### src/rtl/battleship_pkg.sv
// Shared types, board limits and helpers for the battleship shot logic.
package battleship_pkg;

  localparam int unsigned COORD_W = 4;
  localparam int unsigned SHIP_W  = 5;
  localparam int unsigned IDX_W   = 4;
  localparam int unsigned BOMB_W  = 2;

  localparam logic [COORD_W-1:0] BOARD_MIN = COORD_W'(1);
  localparam logic [COORD_W-1:0] BOARD_MAX = COORD_W'(10);
  localparam logic [BOMB_W-1:0]  BIG_BOMBS = BOMB_W'(2);
  localparam logic [3:0]         MAX_HITS  = 4'd9;
  localparam logic [IDX_W-1:0]   LAST_IDX  = IDX_W'(8);

  localparam logic [SHIP_W-1:0] SHIP_NONE       = 5'b00000;
  localparam logic [SHIP_W-1:0] SHIP_PATROL     = 5'b00001;
  localparam logic [SHIP_W-1:0] SHIP_DESTROYER  = 5'b00010;
  localparam logic [SHIP_W-1:0] SHIP_SUBMARINE  = 5'b00100;
  localparam logic [SHIP_W-1:0] SHIP_BATTLESHIP = 5'b01000;
  localparam logic [SHIP_W-1:0] SHIP_CARRIER    = 5'b10000;

  typedef enum logic [1:0] {
    ST_IDLE  = 2'd0,
    ST_ISSUE = 2'd1,
    ST_DONE  = 2'd2
  } state_t;

  // One square of a shot footprint; valid=0 means it lies off the board.
  typedef struct packed {
    logic               valid;
    logic [COORD_W-1:0] x;
    logic [COORD_W-1:0] y;
  } cell_t;

  function automatic logic in_range(input logic [COORD_W-1:0] v);
    return (v >= BOARD_MIN) && (v <= BOARD_MAX);
  endfunction

  // Square for footprint index idx: big bombs walk a 3x3 block row-major, small ones only the centre.
  function automatic cell_t cell_at(input logic [COORD_W-1:0] cx,
                                    input logic [COORD_W-1:0] cy,
                                    input logic               big,
                                    input logic [IDX_W-1:0]   idx);
    logic [COORD_W-1:0] col;
    logic [COORD_W-1:0] row;
    cell_t              c;
    col = COORD_W'(1);
    row = COORD_W'(1);
    if (big) begin
      case (idx)
        4'd0, 4'd1, 4'd2: row = COORD_W'(0);
        4'd3, 4'd4, 4'd5: row = COORD_W'(1);
        default:          row = COORD_W'(2);
      endcase
      case (idx)
        4'd0, 4'd3, 4'd6: col = COORD_W'(0);
        4'd1, 4'd4, 4'd7: col = COORD_W'(1);
        default:          col = COORD_W'(2);
      endcase
    end
    c.x     = cx + col - COORD_W'(1);
    c.y     = cy + row - COORD_W'(1);
    c.valid = in_range(c.x) && in_range(c.y);
    return c;
  endfunction

  // Keep only the most significant set bit (largest ship class).
  function automatic logic [SHIP_W-1:0] msb_onehot(input logic [SHIP_W-1:0] s);
    logic [SHIP_W-1:0] r;
    r = SHIP_NONE;
    for (int unsigned i = 0; i < SHIP_W; i++) begin
      if (s[i]) begin
        r    = SHIP_NONE;
        r[i] = 1'b1;
      end
    end
    return r;
  endfunction

endpackage

### src/rtl/key_edge_detect.sv
// Two-flop synchronizer for the active-low key plus a one-cycle falling-edge pulse.
module key_edge_detect (
  input  logic clock,
  input  logic reset,
  input  logic i_key_n,
  output logic o_press_c
);

  logic r_sync1;
  logic r_sync2;
  logic r_prev;

  // Synchronize the key and remember its previous synchronized level; reset means released.
  always_ff @(posedge clock) begin
    if (reset) begin
      r_sync1 <= 1'b1;
      r_sync2 <= 1'b1;
      r_prev  <= 1'b1;
    end else begin
      r_sync1 <= i_key_n;
      r_sync2 <= r_sync1;
      r_prev  <= r_sync2;
    end
  end

  assign o_press_c = r_prev & ~r_sync2;

endmodule

### src/rtl/shot_sequencer.sv
// Sequences a single or 3x3 shot through the square evaluator and aggregates the result.
module shot_sequencer
  import battleship_pkg::*;
(
  input  logic               clock,
  input  logic               reset,
  input  logic               score_n,
  input  logic [COORD_W-1:0] x_in,
  input  logic [COORD_W-1:0] y_in,
  input  logic               big,
  output logic               chk_valid,
  output logic [COORD_W-1:0] chk_x,
  output logic [COORD_W-1:0] chk_y,
  input  logic               chk_ready,
  input  logic               chk_hit,
  input  logic               chk_near,
  input  logic [SHIP_W-1:0]  chk_ship,
  output logic               shot_done,
  output logic               shot_hit,
  output logic               shot_near,
  output logic               shot_miss,
  output logic [SHIP_W-1:0]  biggest_ship,
  output logic [3:0]         num_hits,
  output logic [BOMB_W-1:0]  big_left,
  output logic               wrong,
  output logic               busy
);

  state_t              r_state, w_state_n;
  logic [COORD_W-1:0]  r_x, w_x_n;
  logic [COORD_W-1:0]  r_y, w_y_n;
  logic                r_big, w_big_n;
  logic [IDX_W-1:0]    r_idx, w_idx_n;
  logic                r_acc_hit, w_acc_hit_n;
  logic                r_acc_near, w_acc_near_n;
  logic [SHIP_W-1:0]   r_acc_ship, w_acc_ship_n;
  logic                r_chk_valid, w_chk_valid_n;
  logic [COORD_W-1:0]  r_chk_x, w_chk_x_n;
  logic [COORD_W-1:0]  r_chk_y, w_chk_y_n;
  logic                r_shot_done, w_shot_done_n;
  logic                r_shot_hit, w_shot_hit_n;
  logic                r_shot_near, w_shot_near_n;
  logic                r_shot_miss, w_shot_miss_n;
  logic [SHIP_W-1:0]   r_biggest, w_biggest_n;
  logic [3:0]          r_num_hits, w_num_hits_n;
  logic [BOMB_W-1:0]   r_big_left, w_big_left_n;
  logic                r_wrong, w_wrong_n;
  logic                r_busy;

  logic                w_press;
  logic                w_press_bad;
  logic                w_accept;
  logic                w_advance;
  logic                w_last;
  logic                w_acc_hit_upd;
  logic                w_acc_near_upd;
  logic [SHIP_W-1:0]   w_acc_ship_upd;
  logic [IDX_W-1:0]    w_idx_inc;
  cell_t               w_cell_first;
  cell_t               w_cell_next;

  key_edge_detect u_key (
    .clock     (clock),
    .reset     (reset),
    .i_key_n   (score_n),
    .o_press_c (w_press)
  );

  assign w_press_bad    = !in_range(x_in) || !in_range(y_in) ||
                          (big && (r_big_left == BOMB_W'(0)));
  assign w_accept       = r_chk_valid & chk_ready;
  assign w_advance      = ~r_chk_valid | chk_ready;
  assign w_last         = ~r_big | (r_idx == LAST_IDX);
  assign w_acc_hit_upd  = r_acc_hit  | (w_accept & chk_hit);
  assign w_acc_near_upd = r_acc_near | (w_accept & chk_near);
  assign w_acc_ship_upd = r_acc_ship | ({SHIP_W{w_accept}} & chk_ship);
  assign w_idx_inc      = r_idx + IDX_W'(1);
  assign w_cell_first   = cell_at(x_in, y_in, big, IDX_W'(0));
  assign w_cell_next    = cell_at(r_x, r_y, r_big, w_idx_inc);

  // Next-state and next-output decode; every registered output is computed one edge ahead.
  always_comb begin
    w_state_n     = r_state;
    w_x_n         = r_x;
    w_y_n         = r_y;
    w_big_n       = r_big;
    w_idx_n       = r_idx;
    w_acc_hit_n   = r_acc_hit;
    w_acc_near_n  = r_acc_near;
    w_acc_ship_n  = r_acc_ship;
    w_chk_valid_n = 1'b0;
    w_chk_x_n     = r_chk_x;
    w_chk_y_n     = r_chk_y;
    w_shot_done_n = 1'b0;
    w_shot_hit_n  = r_shot_hit;
    w_shot_near_n = r_shot_near;
    w_shot_miss_n = r_shot_miss;
    w_biggest_n   = r_biggest;
    w_num_hits_n  = r_num_hits;
    w_big_left_n  = r_big_left;
    w_wrong_n     = r_wrong;

    case (r_state)
      ST_IDLE: begin
        if (w_press) begin
          w_x_n   = x_in;
          w_y_n   = y_in;
          w_big_n = big;
          if (w_press_bad) begin
            w_wrong_n = 1'b1;
          end else begin
            w_wrong_n     = 1'b0;
            w_state_n     = ST_ISSUE;
            w_idx_n       = IDX_W'(0);
            w_acc_hit_n   = 1'b0;
            w_acc_near_n  = 1'b0;
            w_acc_ship_n  = SHIP_NONE;
            w_chk_valid_n = w_cell_first.valid;
            w_chk_x_n     = w_cell_first.x;
            w_chk_y_n     = w_cell_first.y;
          end
        end
      end

      ST_ISSUE: begin
        w_acc_hit_n  = w_acc_hit_upd;
        w_acc_near_n = w_acc_near_upd;
        w_acc_ship_n = w_acc_ship_upd;
        if (w_advance) begin
          if (w_last) begin
            w_state_n     = ST_DONE;
            w_shot_done_n = 1'b1;
            w_shot_hit_n  = w_acc_hit_upd;
            w_shot_near_n = ~w_acc_hit_upd & w_acc_near_upd;
            w_shot_miss_n = ~w_acc_hit_upd & ~w_acc_near_upd;
            w_biggest_n   = msb_onehot(w_acc_ship_upd);
            if (w_acc_hit_upd && (r_num_hits < MAX_HITS)) begin
              w_num_hits_n = r_num_hits + 4'd1;
            end
            if (r_big && (r_big_left != BOMB_W'(0))) begin
              w_big_left_n = r_big_left - BOMB_W'(1);
            end
          end else begin
            w_idx_n       = w_idx_inc;
            w_chk_valid_n = w_cell_next.valid;
            w_chk_x_n     = w_cell_next.x;
            w_chk_y_n     = w_cell_next.y;
          end
        end else begin
          w_chk_valid_n = r_chk_valid;
        end
      end

      ST_DONE: begin
        w_state_n = ST_IDLE;
      end

      default: begin
        w_state_n = ST_IDLE;
      end
    endcase
  end

  // State, working registers and registered outputs.
  always_ff @(posedge clock) begin
    if (reset) begin
      r_state     <= ST_IDLE;
      r_x         <= '0;
      r_y         <= '0;
      r_big       <= 1'b0;
      r_idx       <= '0;
      r_acc_hit   <= 1'b0;
      r_acc_near  <= 1'b0;
      r_acc_ship  <= SHIP_NONE;
      r_chk_valid <= 1'b0;
      r_chk_x     <= '0;
      r_chk_y     <= '0;
      r_shot_done <= 1'b0;
      r_shot_hit  <= 1'b0;
      r_shot_near <= 1'b0;
      r_shot_miss <= 1'b0;
      r_biggest   <= SHIP_NONE;
      r_num_hits  <= 4'd0;
      r_big_left  <= BIG_BOMBS;
      r_wrong     <= 1'b0;
      r_busy      <= 1'b0;
    end else begin
      r_state     <= w_state_n;
      r_x         <= w_x_n;
      r_y         <= w_y_n;
      r_big       <= w_big_n;
      r_idx       <= w_idx_n;
      r_acc_hit   <= w_acc_hit_n;
      r_acc_near  <= w_acc_near_n;
      r_acc_ship  <= w_acc_ship_n;
      r_chk_valid <= w_chk_valid_n;
      r_chk_x     <= w_chk_x_n;
      r_chk_y     <= w_chk_y_n;
      r_shot_done <= w_shot_done_n;
      r_shot_hit  <= w_shot_hit_n;
      r_shot_near <= w_shot_near_n;
      r_shot_miss <= w_shot_miss_n;
      r_biggest   <= w_biggest_n;
      r_num_hits  <= w_num_hits_n;
      r_big_left  <= w_big_left_n;
      r_wrong     <= w_wrong_n;
      r_busy      <= (w_state_n != ST_IDLE);
    end
  end

  assign chk_valid    = r_chk_valid;
  assign chk_x        = r_chk_x;
  assign chk_y        = r_chk_y;
  assign shot_done    = r_shot_done;
  assign shot_hit     = r_shot_hit;
  assign shot_near    = r_shot_near;
  assign shot_miss    = r_shot_miss;
  assign biggest_ship = r_biggest;
  assign num_hits     = r_num_hits;
  assign big_left     = r_big_left;
  assign wrong        = r_wrong;
  assign busy         = r_busy;

endmodule

### config.mk
export PLATFORM = sky130hd
export DESIGN_NAME = shot_sequencer
export DESIGN_NICKNAME = d
export VERILOG_FILES = /design/src/rtl/battleship_pkg.sv /design/src/rtl/key_edge_detect.sv /design/src/rtl/shot_sequencer.sv
export SDC_FILE = /design/constraint.sdc
export NUM_CORES = 1
export LEC_CHECK = 0
export ABC_AREA = 1
export ABC_CLOCK_PERIOD_IN_PS = 2700
export BUFFER_PORTS_ARGS = -buffer_cell sky130_fd_sc_hd__buf_2
export CORE_ASPECT_RATIO = 2
export CORE_UTILIZATION = 45
export CTS_BUF_LIST = sky130_fd_sc_hd__clkbuf_2 sky130_fd_sc_hd__clkbuf_4 sky130_fd_sc_hd__clkbuf_8
export DETAILED_ROUTE_END_ITERATION = 10
export GPL_TIMING_DRIVEN = 0
export HOLD_SLACK_MARGIN = 0.02
export PLACE_DENSITY = 0.71
export SLEW_MARGIN = 20
export SYNTH_ARGS = -nofsm -noshare
export SYNTH_HDL_FRONTEND = slang
export SYNTH_SLANG_ARGS = --single-unit
### constraint.sdc
create_clock -name clock -period 2.7 [get_ports clock]
set_input_delay 0.54 -clock clock [delete_from_list [all_inputs] [get_ports clock]]
set_output_delay 0.54 -clock clock [all_outputs]
set_load 0.1 [all_outputs]
# Yosys cells after proc, flatten, opt, wreduce, memory -nomap -nowiden
# Index checks and enable logic that the tools add are counted.
classes:
  bitwise_logic: 19
  n_reduce_logical: 32
  mux: 44
  eq_ne: 13
  addsub: 11
  n_lt_le_gt_ge: 13
op_table:
  columns: ["cell", "count"]
  rows:
  - ["$mux W4", 12]
  - ["$mux W5", 6]
  - ["$ge A4 B1 Y1 const B", 6]
  - ["$le A4 B4 Y1 const B", 6]
  - ["$pmux W4 S2", 3]
  - ["$add A4 B4 Y4", 4]
  - ["$eq A4 B3 Y1 const B", 4]
  - ["$sub A4 B1 Y4 const B", 4]
  - ["$reduce_or A3 Y1", 5]
  - ["$mux W2", 6]
  - ["$pmux W2 S2", 3]
  - ["$logic_and A1 B1 Y1", 11]
  - ["$mux W1", 10]
  - ["$pmux W5 S2", 1]
  - ["$add A4 B1 Y4 const B", 2]
  - ["$eq A4 B2 Y1 const B", 2]
  - ["$reduce_and A4 Y1", 2]
  - ["$not A1 Y1", 7]
  - ["$and A1 B1 Y1", 6]
  - ["$ne A2 B2 Y1 const B", 3]
  - ["$pmux W1 S2", 3]
  - ["$reduce_and A3 Y1", 2]
  - ["$reduce_bool A2 Y1", 3]
  - ["$and A5 B5 Y5", 1]
  - ["14 further kinds", 20]
word_totals:
  elab_cells: 155
  register_bits: 51

# Depth between registers and ports, before layout
depth:
  ltp_word: 13
  mapped_depth: 23

# Cells and area by module
# From an unflattened synthesis, not the netlist that was laid out.
unflattened:
  cells_unflattened: 434
  area_unflattened_um2: 2887.8
modules_own_cells:
  columns: ["module", "cells_per_inst", "area_each_um2", "instances"]
  rows:
  - ["shot_sequencer", 422, 2793.9, 1]
  - ["key_edge_detect", 12, 93.8, 1]

# Worst setup path after synthesis
# No wires, ideal clock.
synth_timing:
  kind: "flip-flop to flip-flop"
  startpoint: "reg r_idx[0]"
  endpoint: "reg r_chk_valid, in the netlist chk_valid"
  setup_time_ns: 0.110
  setup_slack_ns: -0.032
  n_path_buf: 0
  path_stages_with_launch: 21
  arrival_ns: 2.622
  cell_sequence: "dfxtp_1 ha_1 xor2_1 inv_1 nor2_1 nand2_1 nand2_1 nor2_1 nand3_1 ha_1 inv_1 ha_1 inv_1 fa_1 nand3_1 a21oi_1 nor2_1 nand2_1 nand3_1 nand2_1 inv_1"
synth_via:
  elab_chain_len: 13
  word_cells_on_any_way: 33
  cone_classes: "add/sub: 5; order compare: 4; eq/ne: 8; mux: 7; bitwise: 1; reduce/logical: 8"
synth_lines:
  columns: ["element", "line_no", "rtl"]
  rows:
  - ["start, declared", "shot_sequencer.sv:33", "logic [IDX_W-1:0] r_idx, w_idx_n;"]
  - ["start signal, assigned", "shot_sequencer.sv:192", "r_idx <= w_idx_n;"]
  - ["$add A4 B1 Y4", "shot_sequencer.sv:77", "assign w_idx_inc = r_idx + IDX_W'(1);"]
  - ["$eq A4 B1 Y1, or another cell as far along", "battleship_pkg.sv:50, battleship_pkg.sv:55", null]
  - ["$reduce_or A3 Y1 (on tied branches)", "battleship_pkg.sv:55, battleship_pkg.sv:50", null]
  - ["$pmux W2 S2 (on tied branches)", "battleship_pkg.sv:55, battleship_pkg.sv:50", null]
  - ["$mux W2", "battleship_pkg.sv:49", "if (big) begin"]
  - ["$add A4 B4 Y4 (on tied branches)", "battleship_pkg.sv:61, battleship_pkg.sv:62", null]
  - ["$sub A4 B1 Y4 (on tied branches)", "battleship_pkg.sv:61, battleship_pkg.sv:62", null]
  - ["$ge A4 B1 Y1 or $le A4 B4 Y1 (tied branches)", "battleship_pkg.sv:36", "return (v >= BOARD_MIN) && (v <= BOARD_MAX);"]
  - ["$logic_and A1 B1 Y1", "battleship_pkg.sv:36", null]
  - ["$logic_and A1 B1 Y1", "battleship_pkg.sv:63", "c.valid = in_range(c.x) && in_range(c.y);"]
  - ["$mux W1 (*)", "shot_sequencer.sv:130", "if (w_last) begin"]
  - ["$mux W1 (*)", "shot_sequencer.sv:129", "if (w_advance) begin"]
  - ["$pmux W1 S2 (*)", "shot_sequencer.sv:103", "case (r_state)"]
  - ["end signal, assigned", "shot_sequencer.sv:196", "r_chk_valid <= w_chk_valid_n;"]
  - ["end, declared", "shot_sequencer.sv:37", "logic r_chk_valid, w_chk_valid_n;"]
# Every way passes the cells marked *; elsewhere a longest branch is shown, timed or not. The select of a mux whose other input is x is not followed.
# A chain may end at the register's enable or synchronous reset.

# Worst setup path after layout
# Same ends and word-level chain as after synthesis.

==> results.md <==
- Status: finished with violations
- Violated checks: design-rule violations, negative setup slack
- P per Cell Area: approximately 450 nW/um^2
- Largest net degree at the start of global routing: 16
- Leak Pwr: 1.616 nW
- CP required: ~2.9 ns
- Fin. Hold Viols: 0
- Number of core rows: 40
- Final Setup Violations: 4
- CP endpoint kind: flop
- DRC viols: 2
- Hold Crit Depth: 2
- Worst hold margin: approximately 0.40 ns
- Skew final: 0.006882 ns
- WL/cell: 14.16 microns
- Post-Synth Adder-Cell Area: a little under a tenth
- Num CTS Buffers: 5
- Max frequency: 337.3 MHz
- Final Max Tran Viols: 0
- GP Congestion: 0.8867
- Syn Inst Count: 392
- Synth Cell Area: 2755 sq um
- Post-Synth Simple-Gate Area: 26.70%
- Most frequent cells in the layout: 69 x nand2_1, 53 x inv_1, 48 x dfxtp_1
- Worst reg-to-reg path cell count: 17
- Drt total wl: 7322 microns
- Min-delay worst type: in -> reg
- I/O pin total: 46
- Hold Startpoint: score_n
- Synth warnings: 0
- Clock Latency Late Sink: 0.32 ns
- Via count: about 2700
- Worst-Margin Slew: about 0.65 ns
- Post-Syn Nets: 431
- # Max-Cap Violations: 0
- WHS Endpoint: u_key.r_sync1$_SDFF_PP1_
- Max FO, Critical Path: 5
- CTS H-tree depth: 2
- Register bit total from synthesis: 51
- CP Launch Type: flop
- Grt total ovfl: 0
- Fin cells: ~520
- Worst R2R End: chk_valid$_SDFFE_PP0N_
- Multiplexer share of the synthesized area: 0%
- Start-to-end type of the worst setup path: reg -> reg
- Area occupied by multi-input gates: 1595 sq um
- Number of global-route vias before repair: 2602
- Final worst-path cycle share: 109.8%
- Port buffer count: 45
- Die H: 112.7 microns
- Reg area: 1032 sq um
- Layout area overhead: 22.62%
- Initial antenna violation count: 0
- Period minus WS final: between 2 and 3 ns
- Unrepaired setup endpoints after global routing: true
- Slew HR: around 56%
- Die X: 57.33 microns
- Starting Density: a little under half
- VDD IR max: 454.4 uV
- R2R Path Start: r_idx[0]$_SDFFE_PP0P_
- Initial DRT Pass Iterations: 7
- R2r setup slk: -0.26 ns
- CP startpoint: r_idx[0]$_SDFFE_PP0P_
- First-pass GRT wire length: 11600 microns
- Layout cells sized above 1: 26.43%
- Vias/cell: 5.236
- Gr usage total: 23.65%
- Nets: 492
- Netlist cell types: 33
- Fillers: 585
- Largest family of logic cells by synthesized area: simple AND/OR/NAND/NOR gates
- CTS root buffer: clkbuf_8
- CP arrival: 3.19 ns
- Placeable Area: 5956 sq um
- Clock Path Buffers: 2
- Setup ws final: -0.2644 ns
- Post-detailed-route count of antenna-violating nets: 0
- Die ar.: 6459 sq um
- Drt first-iter violations: 77
- Antenna Cells: 0
- CTS Sinks: 51
- CTS tree: done
- Post-Synth XOR/XNOR Area: 1.272%
- Dpl cells: 500
- HPWL Detailed: 5360 microns
- Clock Pin Slew Worst Setup and Hold Paths: roughly 0.10 ns
- Sequential share of the synthesized area: 37.06%
- Syn Area/Cell: about 7 sq um
- Commonest non-fill, non-tap cell in the layout: nand2_1
- Compound-Gate Fraction of Synth Area: between 10% and 20%
-- cells in the mapped netlist --
library cell / number / area, sq um
nand2_1: 77 / 289.0
inv_1: 61 / 229.0
dfxtp_1: 51 / 1021
nor2_1: 40 / 150.1
o21ai_0: 37 / 185.2
nand3_1: 32 / 160.2
a21oi_1: 29 / 145.1
ha_1: 17 / 212.7
clkbuf_1: 6 / 22.52
a31o_2: 4 / 35.03
inv_2: 3 / 11.26
nor2_2: 3 / 18.77
or2_2: 3 / 18.77
buf_2: 2 / 10.01
fa_1: 2 / 40.04
nand2_4: 2 / 22.52
nand3b_1: 2 / 15.01
nor3_1: 2 / 10.01
o2111ai_1: 2 / 17.52
o31ai_1: 2 / 15.01
xnor2_1: 2 / 17.52
xor2_1: 2 / 17.52
a31oi_1: 1 / 6.260
inv_4: 1 / 6.260
nand2_2: 1 / 6.260
nand3_2: 1 / 10.01
nand3_4: 1 / 17.52
nand4_1: 1 / 6.260
nor2_4: 1 / 11.26
o211ai_1: 1 / 7.510
o21a_1: 1 / 7.510
o21ai_1: 1 / 5.000
o21bai_1: 1 / 7.510
-- power by group --
part,leakage (nW),internal (W),switching [W],total [W]
clock network,0.0446,0.000192,0.000271,0.000463
registers,0.416,0.000766,0.0000112,0.000777
logic,1.16,0.0000930,0.000191,0.000284
total,1.62,0.00105,0.000473,0.00152
-- worst max-delay path, cell delays in order (launching register included) --
cell and delay [ns]:
dfxtp_4 0.40, buf_4 0.12, inv_1 0.05, ha_1 0.24
o21ai_1 0.28, nand4_1 0.15, ha_1 0.29, inv_1 0.07
ha_2 0.17, inv_2 0.04, fa_2 0.56, nand3_1 0.10
nand2_1 0.08, nand2_1 0.08, nand2_1 0.07, nand3_1 0.06
nand2_1 0.06, inv_1 0.04
-- kinds of logic (layout without fill, tap and decap cells) --
logic type,after synthesis,in the layout
AOI/OAI and AO/OA,79,79
xor gates and xnor gates,4,4
and+or+nand+nor,166,166
buffers and inverters,73,135
DFF,51,51
adders and majority gates,19,19
-- final cells by class --
type | count | share of cell area [%]
Multi-Input combinational cell | 268 | 47.22
Sequential cell | 51 | 30.56
Timing Repair Buffer | 54 | 9.000
Inverter | 65 | 7.296
Tap cell | 63 | 2.333
Clock buffer | 6 | 2.259
Buffer | 8 | 0.9630
Clock inverter | 2 | 0.3704
-- state kept, by name, indices dropped and copies added, names as in the netlist, 2 cells and up --
signal,flops
chk_x,4
biggest_ship,5
chk_y,4
r_state,2
num_hits,4
r_x,4
r_idx,4
big_left,2
r_acc_ship,5
r_y,4
-- worst max path at each step --
stage                              to  slack [ns]
2_1_floorplan  chk_valid$_SDFFE_PP0N_        0.03
3_3_place_gp   chk_valid$_SDFFE_PP0N_       -0.30
3_5_place_dp   chk_valid$_SDFFE_PP0N_       -0.41
4_1_cts        chk_valid$_SDFFE_PP0N_       -0.15
5_1_grt        chk_valid$_SDFFE_PP0N_       -0.41
6_report       chk_valid$_SDFFE_PP0N_       -0.26
-- per-stage QoR --
step | total power (W) | instance area, sq um | TNS [ns] | worst slack (ns) | utilization [%]
2_1_floorplan | 0.0009801 | 2768 | 0 | 0.02918 | -
3_3_place_gp | 0.001044 | 3072 | -0.5642 | -0.2952 | 51.58
3_5_place_dp | 0.001049 | 3072 | -1.079 | -0.4150 | 51.58
4_1_cts | 0.001506 | 3312 | -0.1565 | -0.1515 | 55.61
5_1_grt | 0.001587 | 3378 | -0.9989 | -0.4071 | 56.72
6_report | 0.001524 | 3378 | -0.4476 | -0.2644 | 56.72
-- repair_timing --
item | 4_1_cts | 5_1_grt
resized for setup | 28 | 20
setup buffers | 6 | 3
endpoints found under the setup margin | 5 | 5
pin swaps | 14 | 21
hold buffers | 0 | 0
-- per-layer routing --
metal | global-route usage [%] | vias up | share of wire [%]
met4 | 12.68 | 0 | 3.6
met3 | 3.917 | 21 | 3.5
li1 | - | 1378 | -
met5 | 0 | - | 0
met2 | 45.02 | 56 | 56
met1 | 23.26 | 1252 | 37
(Power assumes the default switching activity.)
